## src/rtl/shift_ctrl_pkg.sv

```systemverilog
// rtl/shift_ctrl_pkg.sv - shared states, defaults and width helper for the shift controller
package shift_ctrl_pkg;

  localparam int N_DEFAULT   = 4;
  localparam int GAP_DEFAULT = 1;

  typedef enum logic [1:0] {
    ST_IDLE  = 2'd0,
    ST_SHIFT = 2'd1,
    ST_GAP   = 2'd2
  } state_t;

  // Smallest width able to hold values 0..v-1; never below 1 bit.
  function automatic int clog2(input int v);
    int r;
    r = 0;
    for (int i = 0; i < 32; i++) begin
      if ((1 << r) < v) r = r + 1;
    end
    if (r < 1) r = 1;
    return r;
  endfunction

endpackage

```

## src/rtl/shift_ctrl_piso_core.sv

```systemverilog
// rtl/shift_ctrl_piso_core.sv - parallel-load / serial-shift register, MSB first
module shift_ctrl_piso_core
  import shift_ctrl_pkg::*;
#(
  parameter int N = N_DEFAULT
) (
  input  logic         clk,
  input  logic         rst,
  input  logic         load,
  input  logic         shift_en,
  input  logic [N-1:0] load_data,
  output logic         msb_out
);

  logic [N-1:0] shreg_q;
  logic [N-1:0] shreg_d;

  // Load wins over shift; shifting pulls zeros in from the bottom.
  always_comb begin
    shreg_d = shreg_q;
    if (load) begin
      shreg_d = load_data;
    end else if (shift_en) begin
      shreg_d = {shreg_q[N-2:0], 1'b0};
    end
  end

  // Shift register storage, cleared asynchronously.
  always_ff @(posedge clk or negedge rst) begin
    if (!rst) shreg_q <= '0;
    else      shreg_q <= shreg_d;
  end

  assign msb_out = shreg_q[N-1];

endmodule

```

## src/rtl/shift_ctrl_serializer.sv

```systemverilog
// rtl/shift_ctrl_serializer.sv - frame sequencer for the PISO datapath; SHIFT_CTRL_PARITY_EN appends an even-parity bit
module shift_ctrl_serializer
  import shift_ctrl_pkg::*;
#(
  parameter int N   = N_DEFAULT,
  parameter int GAP = GAP_DEFAULT
) (
  input  logic         clk,
  input  logic         rst,
  input  logic         in_valid,
  output logic         in_ready,
  input  logic [N-1:0] in_data,
  output logic         sout,
  output logic         sout_valid,
  output logic         frame_start,
  output logic         frame_end,
  output logic         busy
);

`ifdef SHIFT_CTRL_PARITY_EN
  localparam int LAST = N;
`else
  localparam int LAST = N - 1;
`endif
  localparam int                CNT_W    = clog2(LAST + 1);
  localparam logic [CNT_W-1:0]  CNT_LAST = CNT_W'(LAST);
  localparam logic [3:0]        GAP_INIT = 4'((GAP > 0) ? GAP - 1 : 0);

  state_t           state_q, state_d;
  logic [CNT_W-1:0] cnt_q, cnt_d;
  logic [3:0]       gcnt_q, gcnt_d;
  logic             load, shift_en, msb;
  logic             data_bit;

  shift_ctrl_piso_core #(.N(N)) u_core (
    .clk       (clk),
    .rst       (rst),
    .load      (load),
    .shift_en  (shift_en),
    .load_data (in_data),
    .msb_out   (msb)
  );

`ifdef SHIFT_CTRL_PARITY_EN
  logic par_q, par_d;

  // Parity of the accepted word, held for the trailing bit.
  always_ff @(posedge clk or negedge rst) begin
    if (!rst) par_q <= 1'b0;
    else      par_q <= par_d;
  end

  // The extra bit slot beyond the data word carries the parity.
  always_comb begin
    par_d    = load ? ^in_data : par_q;
    data_bit = (cnt_q == CNT_W'(N)) ? par_q : msb;
  end
`else
  assign data_bit = msb;
`endif

  // State and counters, cleared asynchronously so a frame aborts at once.
  always_ff @(posedge clk or negedge rst) begin
    if (!rst) begin
      state_q <= ST_IDLE;
      cnt_q   <= '0;
      gcnt_q  <= '0;
    end else begin
      state_q <= state_d;
      cnt_q   <= cnt_d;
      gcnt_q  <= gcnt_d;
    end
  end

  // Next-state logic and datapath controls.
  always_comb begin
    state_d  = state_q;
    cnt_d    = cnt_q;
    gcnt_d   = gcnt_q;
    load     = 1'b0;
    shift_en = 1'b0;
    case (state_q)
      ST_IDLE: begin
        if (in_valid) begin
          load    = 1'b1;
          cnt_d   = '0;
          state_d = ST_SHIFT;
        end
      end
      ST_SHIFT: begin
        shift_en = 1'b1;
        cnt_d    = cnt_q + CNT_W'(1);
        if (cnt_q == CNT_LAST) begin
          cnt_d = '0;
          if (GAP > 0) begin
            gcnt_d  = GAP_INIT;
            state_d = ST_GAP;
          end else begin
            state_d = ST_IDLE;
          end
        end
      end
      ST_GAP: begin
        if (gcnt_q == 4'd0) state_d = ST_IDLE;
        else                gcnt_d  = gcnt_q - 4'd1;
      end
      default: state_d = ST_IDLE;
    endcase
  end

  // Outputs decode from registered state only.
  always_comb begin
    in_ready    = (state_q == ST_IDLE);
    busy        = (state_q == ST_SHIFT) || (state_q == ST_GAP);
    sout_valid  = (state_q == ST_SHIFT);
    sout        = (state_q == ST_SHIFT) && data_bit;
    frame_start = (state_q == ST_SHIFT) && (cnt_q == '0);
    frame_end   = (state_q == ST_SHIFT) && (cnt_q == CNT_LAST);
  end

endmodule

```

## config.mk

```make
export PLATFORM = sky130hd
export DESIGN_NAME = shift_ctrl_serializer
export DESIGN_NICKNAME = d
export VERILOG_FILES = /design/src/rtl/shift_ctrl_pkg.sv /design/src/rtl/shift_ctrl_piso_core.sv /design/src/rtl/shift_ctrl_serializer.sv
export SDC_FILE = /design/constraint.sdc
export NUM_CORES = 1
export LEC_CHECK = 0
export BUFFER_PORTS_ARGS = -buffer_cell sky130_fd_sc_hd__buf_2
export CAP_MARGIN = 5
export CORE_ASPECT_RATIO = 1.1
export CORE_MARGIN = 3
export CORE_UTILIZATION = 40
export CTS_CLUSTER_SIZE = 20
export DETAILED_ROUTE_END_ITERATION = 12
export SLEW_MARGIN = 20
export SYNTH_ARGS = -nofsm -noshare
export SYNTH_HDL_FRONTEND = slang
export SYNTH_SLANG_ARGS = --single-unit
```

## constraint.sdc

```tcl
create_clock -name clk -period 1.7 [get_ports clk]
set_input_delay 0.255 -clock clk [delete_from_list [all_inputs] [get_ports clk]]
set_output_delay 0.255 -clock clk [all_outputs]
set_load 0.02 [all_outputs]
```

# ---- Yosys cells after proc, flatten, opt, wreduce, memory -nomap -nowiden
# Index checks and enable logic that the tools add are counted.
# Widths: inputs -> output; s select.
dict set report word_totals {
  ff_bits 12
  input_bits 7
}
dict set report classes {
  muxes 15
  reduce_logical 13
  addsub 2
  n_eq_ne 7
}
# op n
set op_table {}
lappend op_table {{$mux 4} 4}
lappend op_table {{$mux 2} 5}
lappend op_table {{$pmux 4 s2} 1}
lappend op_table {{$ne 2x2->1 const B} 3}
lappend op_table {{$pmux 2 s3} 1}
lappend op_table {{$reduce_and 3->1} 2}
lappend op_table {{$reduce_bool 2->1} 3}
lappend op_table {{$eq 2x2->1 const B} 2}
lappend op_table {{$logic_not 2->1} 2}
lappend op_table {{$logic_not 4->1} 1}
lappend op_table {{$pmux 2 s2} 1}
lappend op_table {{$sub 4x1->4 const B} 1}
lappend op_table {{$logic_and 1x1->1} 3}
lappend op_table {{$mux 1} 3}
lappend op_table {{$add 2x1->2 const B} 1}
lappend op_table {{$eq 2x1->1 const B} 1}
lappend op_table {{$ne 2x1->1 const B} 1}
lappend op_table {{$reduce_and 2->1} 1}
lappend op_table {{$logic_or 1x1->1} 1}

# ---- Depth between registers and ports, before layout
dict set report depth {
  depth_word 4
  ltp_mapped 6
}

# ---- Cells and area by module
# A second synthesis with hierarchy kept.
dict set report hier_totals {
  cells_unflattened 79
  hier_area_um2 769.5
}
# mod seq_area_each_um2 cells_per_inst area_per_inst_um2 n_inst
set modules_own_cells {}
lappend modules_own_cells {shift_ctrl_serializer 200.2 64 600.6 1}
lappend modules_own_cells {shift_ctrl_piso_core 100.1 15 168.9 1}

# ---- Worst setup path after synthesis
# No wires, ideal clock.
dict set report synth_path {
  kind {register to register}
  startpoint {register gcnt_q[0]}
  endpoint {register state_q[1]}
  setup_ns 0.125
  n_path_buf 0
  path_stages_with_launch 6
  setup_slack_ns 0.027
  t_required_ns 1.575
  synth_period_minus_slack_ns 1.673
  arrival_time_ns 1.548
  cell_sequence {dfrtp_1 inv_1 ha_1 or3b_4 a211oi_2 mux2_2}
}
dict set report synth_between {
  elab_chain_len 3
}
# item line
set synth_lines {}
lappend synth_lines {{from (decl)} shift_ctrl_serializer.sv:31} ;# logic [3:0] gcnt_q, gcnt_d;
lappend synth_lines {{from (signal assigned)} shift_ctrl_serializer.sv:71} ;# gcnt_q <= gcnt_d;
lappend synth_lines {{$logic_not 4->1} shift_ctrl_serializer.sv:104} ;# if (gcnt_q == 4'd0) state_d = ST_IDLE;
lappend synth_lines {{$ne 2x2->1 (no source line)} n/a}
lappend synth_lines {{$reduce_and 3->1 (no source line)} n/a}
lappend synth_lines {{to (signal assigned)} shift_ctrl_serializer.sv:69} ;# state_q <= state_d;
lappend synth_lines {{to (decl)} shift_ctrl_serializer.sv:29} ;# state_t state_q, state_d;
# Every way passes these cells.
# A chain may end at the register's enable or synchronous reset.

# ---- Worst setup path in the final report
dict set report layout_path {
  startpoint {register cnt_q[0]}
  endpoint {output port frame_end}
}
dict set report layout_between {
  elab_chain_len 2
}
# item line
set layout_lines {}
lappend layout_lines {{from (decl)} shift_ctrl_serializer.sv:30} ;# logic [CNT_W-1:0] cnt_q, cnt_d;
lappend layout_lines {{from (signal assigned)} shift_ctrl_serializer.sv:70} ;# cnt_q <= cnt_d;
lappend layout_lines {{$eq 2x2->1} shift_ctrl_serializer.sv:118} ;# frame_end = (state_q == ST_SHIFT) && (cnt_q == CNT_LAST);
lappend layout_lines {{$logic_and 1x1->1} shift_ctrl_serializer.sv:118}
lappend layout_lines {{to (decl)} shift_ctrl_serializer.sv:16} ;# output logic frame_end,
# Every way passes these cells.

==> results by group <==
Outcome
  – Status: complete, no violations

Worst setup path
  – Worst Path Required: 1.44 ns
  – Max FO, Critical Path: 6
  – Critical R2R Launch: gcnt_q[0]$_DFFE_PN0P_
  – Reg2Reg Capture Point: state_q[1]$_DFFE_PN0P_
  – Slowest-stage cell, CP: dfrtp_1
  – Cell Chain, Critical Path: ha_1 -> buf_4 -> and2_1 -> buf_2
  – Reg2Reg Setup Slack: 0.09 ns
  – Max incr delay on CP: 0.44 ns
  – Critical path type: flop to primary output
  – Critical path endpoint category: primary output
  – CP arrival: 1.38 ns
  – Startpoint types: flop
  – Cells on worst reg2reg path: 5

Placed design
  – Hpwl dp: 1191 um
  – # port buffers: 12
  – Routability cong.: 0.7445
  – Pre-CTS WS: 0.02486 ns

Logic synthesis
  – Synth warn: 0
  – Mapped Nets: 98
  – Simple-Gate Fraction of Synth Area: 0.1858
  – Post-Synth Adder-Cell Area: 0.1260
  – Mapped cell area: 794.5 um2
  – Gate Count Post-Synth: 83
  – Synth top area share: 0.3780
  – Mux share of post-synthesis cell area: 0.07717
  – FF+latch count, synth: 12
  – Top cells by area, synth: dfrtp_1 (38%), ha_1 (13%), mux2i_1 (6.3%)
  – Synth cell types: 30
  – Compound-gate portion of the synthesized area: 0.1748
  – Synth Area in XOR/XNOR: 0
  – Largest family of logic cells by synthesized area: simple AND/OR/NAND/NOR gates
  – Sequential share of the synthesized area: 0.3780
  – Syn Area/Cell: 9.572 um2
  – Cell taking the most area after synthesis: dfrtp_1

Detailed routing
  – Routed wire length: 1598 um
  – DR iter-0 viols: 2
  – Drt drc: 0
  – Vias post-DR: 642
  – Pre-Repair DR Iteration Count: 3
  – Vias per Instance: 4.791
  – DRT antenna net count: 0
  – Wirelength per Cell: 11.93 um

Floorplan
  – I/O pin count: 13
  – Core area: 1822 um2
  – Die height: 52.74 um
  – Die width: 48.50 um
  – Initial Util: 0.4361
  – Rows: 16
  – Die Area: 2558 um2

Timing
  – RSZ-0062 raised after global routing: false
  – Final setup margin: 0.06203 ns
  – Setup Viol. Count Final: 0
  – Clk_skew: 0.0004223 ns
  – Final worst path period share: 0.9635
  – Fin crit period: 1.638 ns
  – Max-slew headroom: 0.7561
  – Actual slew at the worst max-slew pin: 0.3613 ns
  – Fin. max-slew vios: 0
  – Final Hold Vio Count: 0
  – Peak Freq: 610.5 MHz
  – Setup TNS: 0 ns

GRT
  – GR peak layer: met2
  – Initial antenna violation count: 0
  – Vias in the first global route: 589
  – GR Overflow Total: 0
  – Global-route wire length before repair: 2718 um
  – Met2 usage: 0.2041
  – M1 GR Usage: 0.2032
  – Global-route usage over all layers: 0.1390
  – Largest net degree at the start of global routing: 13
  – Met3 usage: 0.01994

Clock network
  – Max Root-Sink Buffers: 2
  – Clock sinks: 12
  – CTS root buf: clkbuf_4
  – CTS tree: built
  – Worst skew pair latency: 0.28 ns
  – H-tree Lvls: 1
  – CTS clk-pin slew, worst paths: 0.09 ns
  – Cts bufs inserted: 3

Worst hold path
  – Hold_sp: in_data[3]
  – Worst hold path type: primary input to flop
  – Worst Hold Path EP: u_core.shreg_q[3]$_DFFE_PN0P_
  – WHS Path Cells: 3

Job
  – Max-capacitance violation count: 0

Power
  – P per Cell Area: 1464 nW/um2
  – Leak pwr: 0.4829 nW
  – Tot Pwr: 1.493 mW
  – Peak supply drop: 0.9975 mV

Finish
  – N_diodes: 0
  – Fin util: 0.5598
  – Layout cell share with drive strength beyond 1: 0.3364
  – Layout area overhead: 28.35%
  – Fillers: 164
  – Most frequent cells in the layout: dfrtp_1 (12), buf_2 (12), nand2_1 (9), buf_4 (9), o21ai_0 (7)
  – Final nets: 123
[cell type report]
class / instances / area (um2) / share of cell area
Clock buffer: 4 / 36.28 / 0.03558
Inverter: 9 / 33.78 / 0.03313
Multi-Input combinational cell: 59 / 466.7 / 0.4577
Sequential cell: 12 / 300.3 / 0.2945
Tap cell: 27 / 33.78 / 0.03313
Timing Repair Buffer: 23 / 148.9 / 0.1460
[where the power goes]
group | switching (mW) | internal [mW] | total [mW] | leakage (nW)
clock network | 0.110 | 0.130 | 0.241 | 0.0210
logic | 0.441 | 0.370 | 0.811 | 0.305
registers | 0.0648 | 0.376 | 0.441 | 0.157
total | 0.616 | 0.876 | 1.49 | 0.483
[cell usage after synthesis]
cell type,count
and3b_1,1
o41ai_1,1
a211oi_1,1
a22oi_1,2
a311oi_1,1
o31ai_1,1
nor2b_1,2
a21oi_1,2
ha_1,8
mux2_2,1
and2_1,4
nand3_1,1
buf_2,1
and2b_2,1
o21ai_0,7
nand2b_1,1
o311ai_0,1
mux2i_1,5
and2_2,1
inv_1,9
or3_1,1
dfrtp_1,12
o211ai_1,1
nor3b_1,3
o2111ai_1,1
a32oi_1,1
a211oi_2,1
clkbuf_1,2
or3b_4,1
nand2_1,9
[through the flow]
stage	hold WS, ns	instances	area [um2]
2_1_floorplan	-0.04059	83	794.5
3_3_place_gp	0.1518	125	920.9
4_1_cts	0.1688	133	993.5
3_5_place_dp	0.1546	125	920.9
6_report	0.1738	134	1020
5_1_grt	0.1883	134	1020
[timing repair]
item	CTS	global route
hold buffers	1	0
pin swaps	0	1
setup endpoints to repair	3	2
gates resized for setup	1	7
buffers inserted	3	1
gates cloned	0	0
endpoints found under the hold margin	12	0
[sequential cells by signal, summed over array words and instances (netlist names)]
name and cells:
cnt_q 2, gcnt_q 4, state_q 2, u_core.shreg_q 4
[worst max-delay path by stage]
stage          slack (ns)                endpoint                   from  cells after the start
2_1_floorplan        0.03  state_q[1]$_DFFE_PN0P_  gcnt_q[0]$_DFFE_PN0P_                      5
3_3_place_gp         0.06  state_q[1]$_DFFE_PN0P_  gcnt_q[0]$_DFFE_PN0P_                      5
3_5_place_dp         0.02  state_q[1]$_DFFE_PN0P_  gcnt_q[1]$_DFFE_PN0P_                      5
4_1_cts              0.01  state_q[1]$_DFFE_PN0P_  gcnt_q[1]$_DFFE_PN0P_                      5
5_1_grt              0.01  state_q[1]$_DFFE_PN0P_  gcnt_q[0]$_DFFE_PN0P_                      5
6_report             0.06               frame_end   cnt_q[0]$_DFFE_PN0P_                      4
[per-layer routing]
layer,part of all wire,vias up
met4,0.012,0
met3,0.028,2
met1,0.54,288
met5,0,-
met2,0.42,10
li1,-,342
[worst max-delay path: cells and delay by family, from the launching register on]
kind | cells | cell delay (ns)
and+or+nand+nor | 1 | 0.12
DFF | 1 | 0.44
buffers and inverters | 2 | 0.30
adders and majority gates | 1 | 0.24
[cell families (layout without fill, tap and decap cells)]
kind of cell             Yosys count  after routing
AND/OR/NAND/NOR                   25             25
flip-flops                        12             12
adder cells (fa/ha/maj)            8              8
multiplexers                       6              6
buffers and inverters             12             36
AO/OA/AOI/OAI                     20             20
Power figures use the tool's default switching activity.
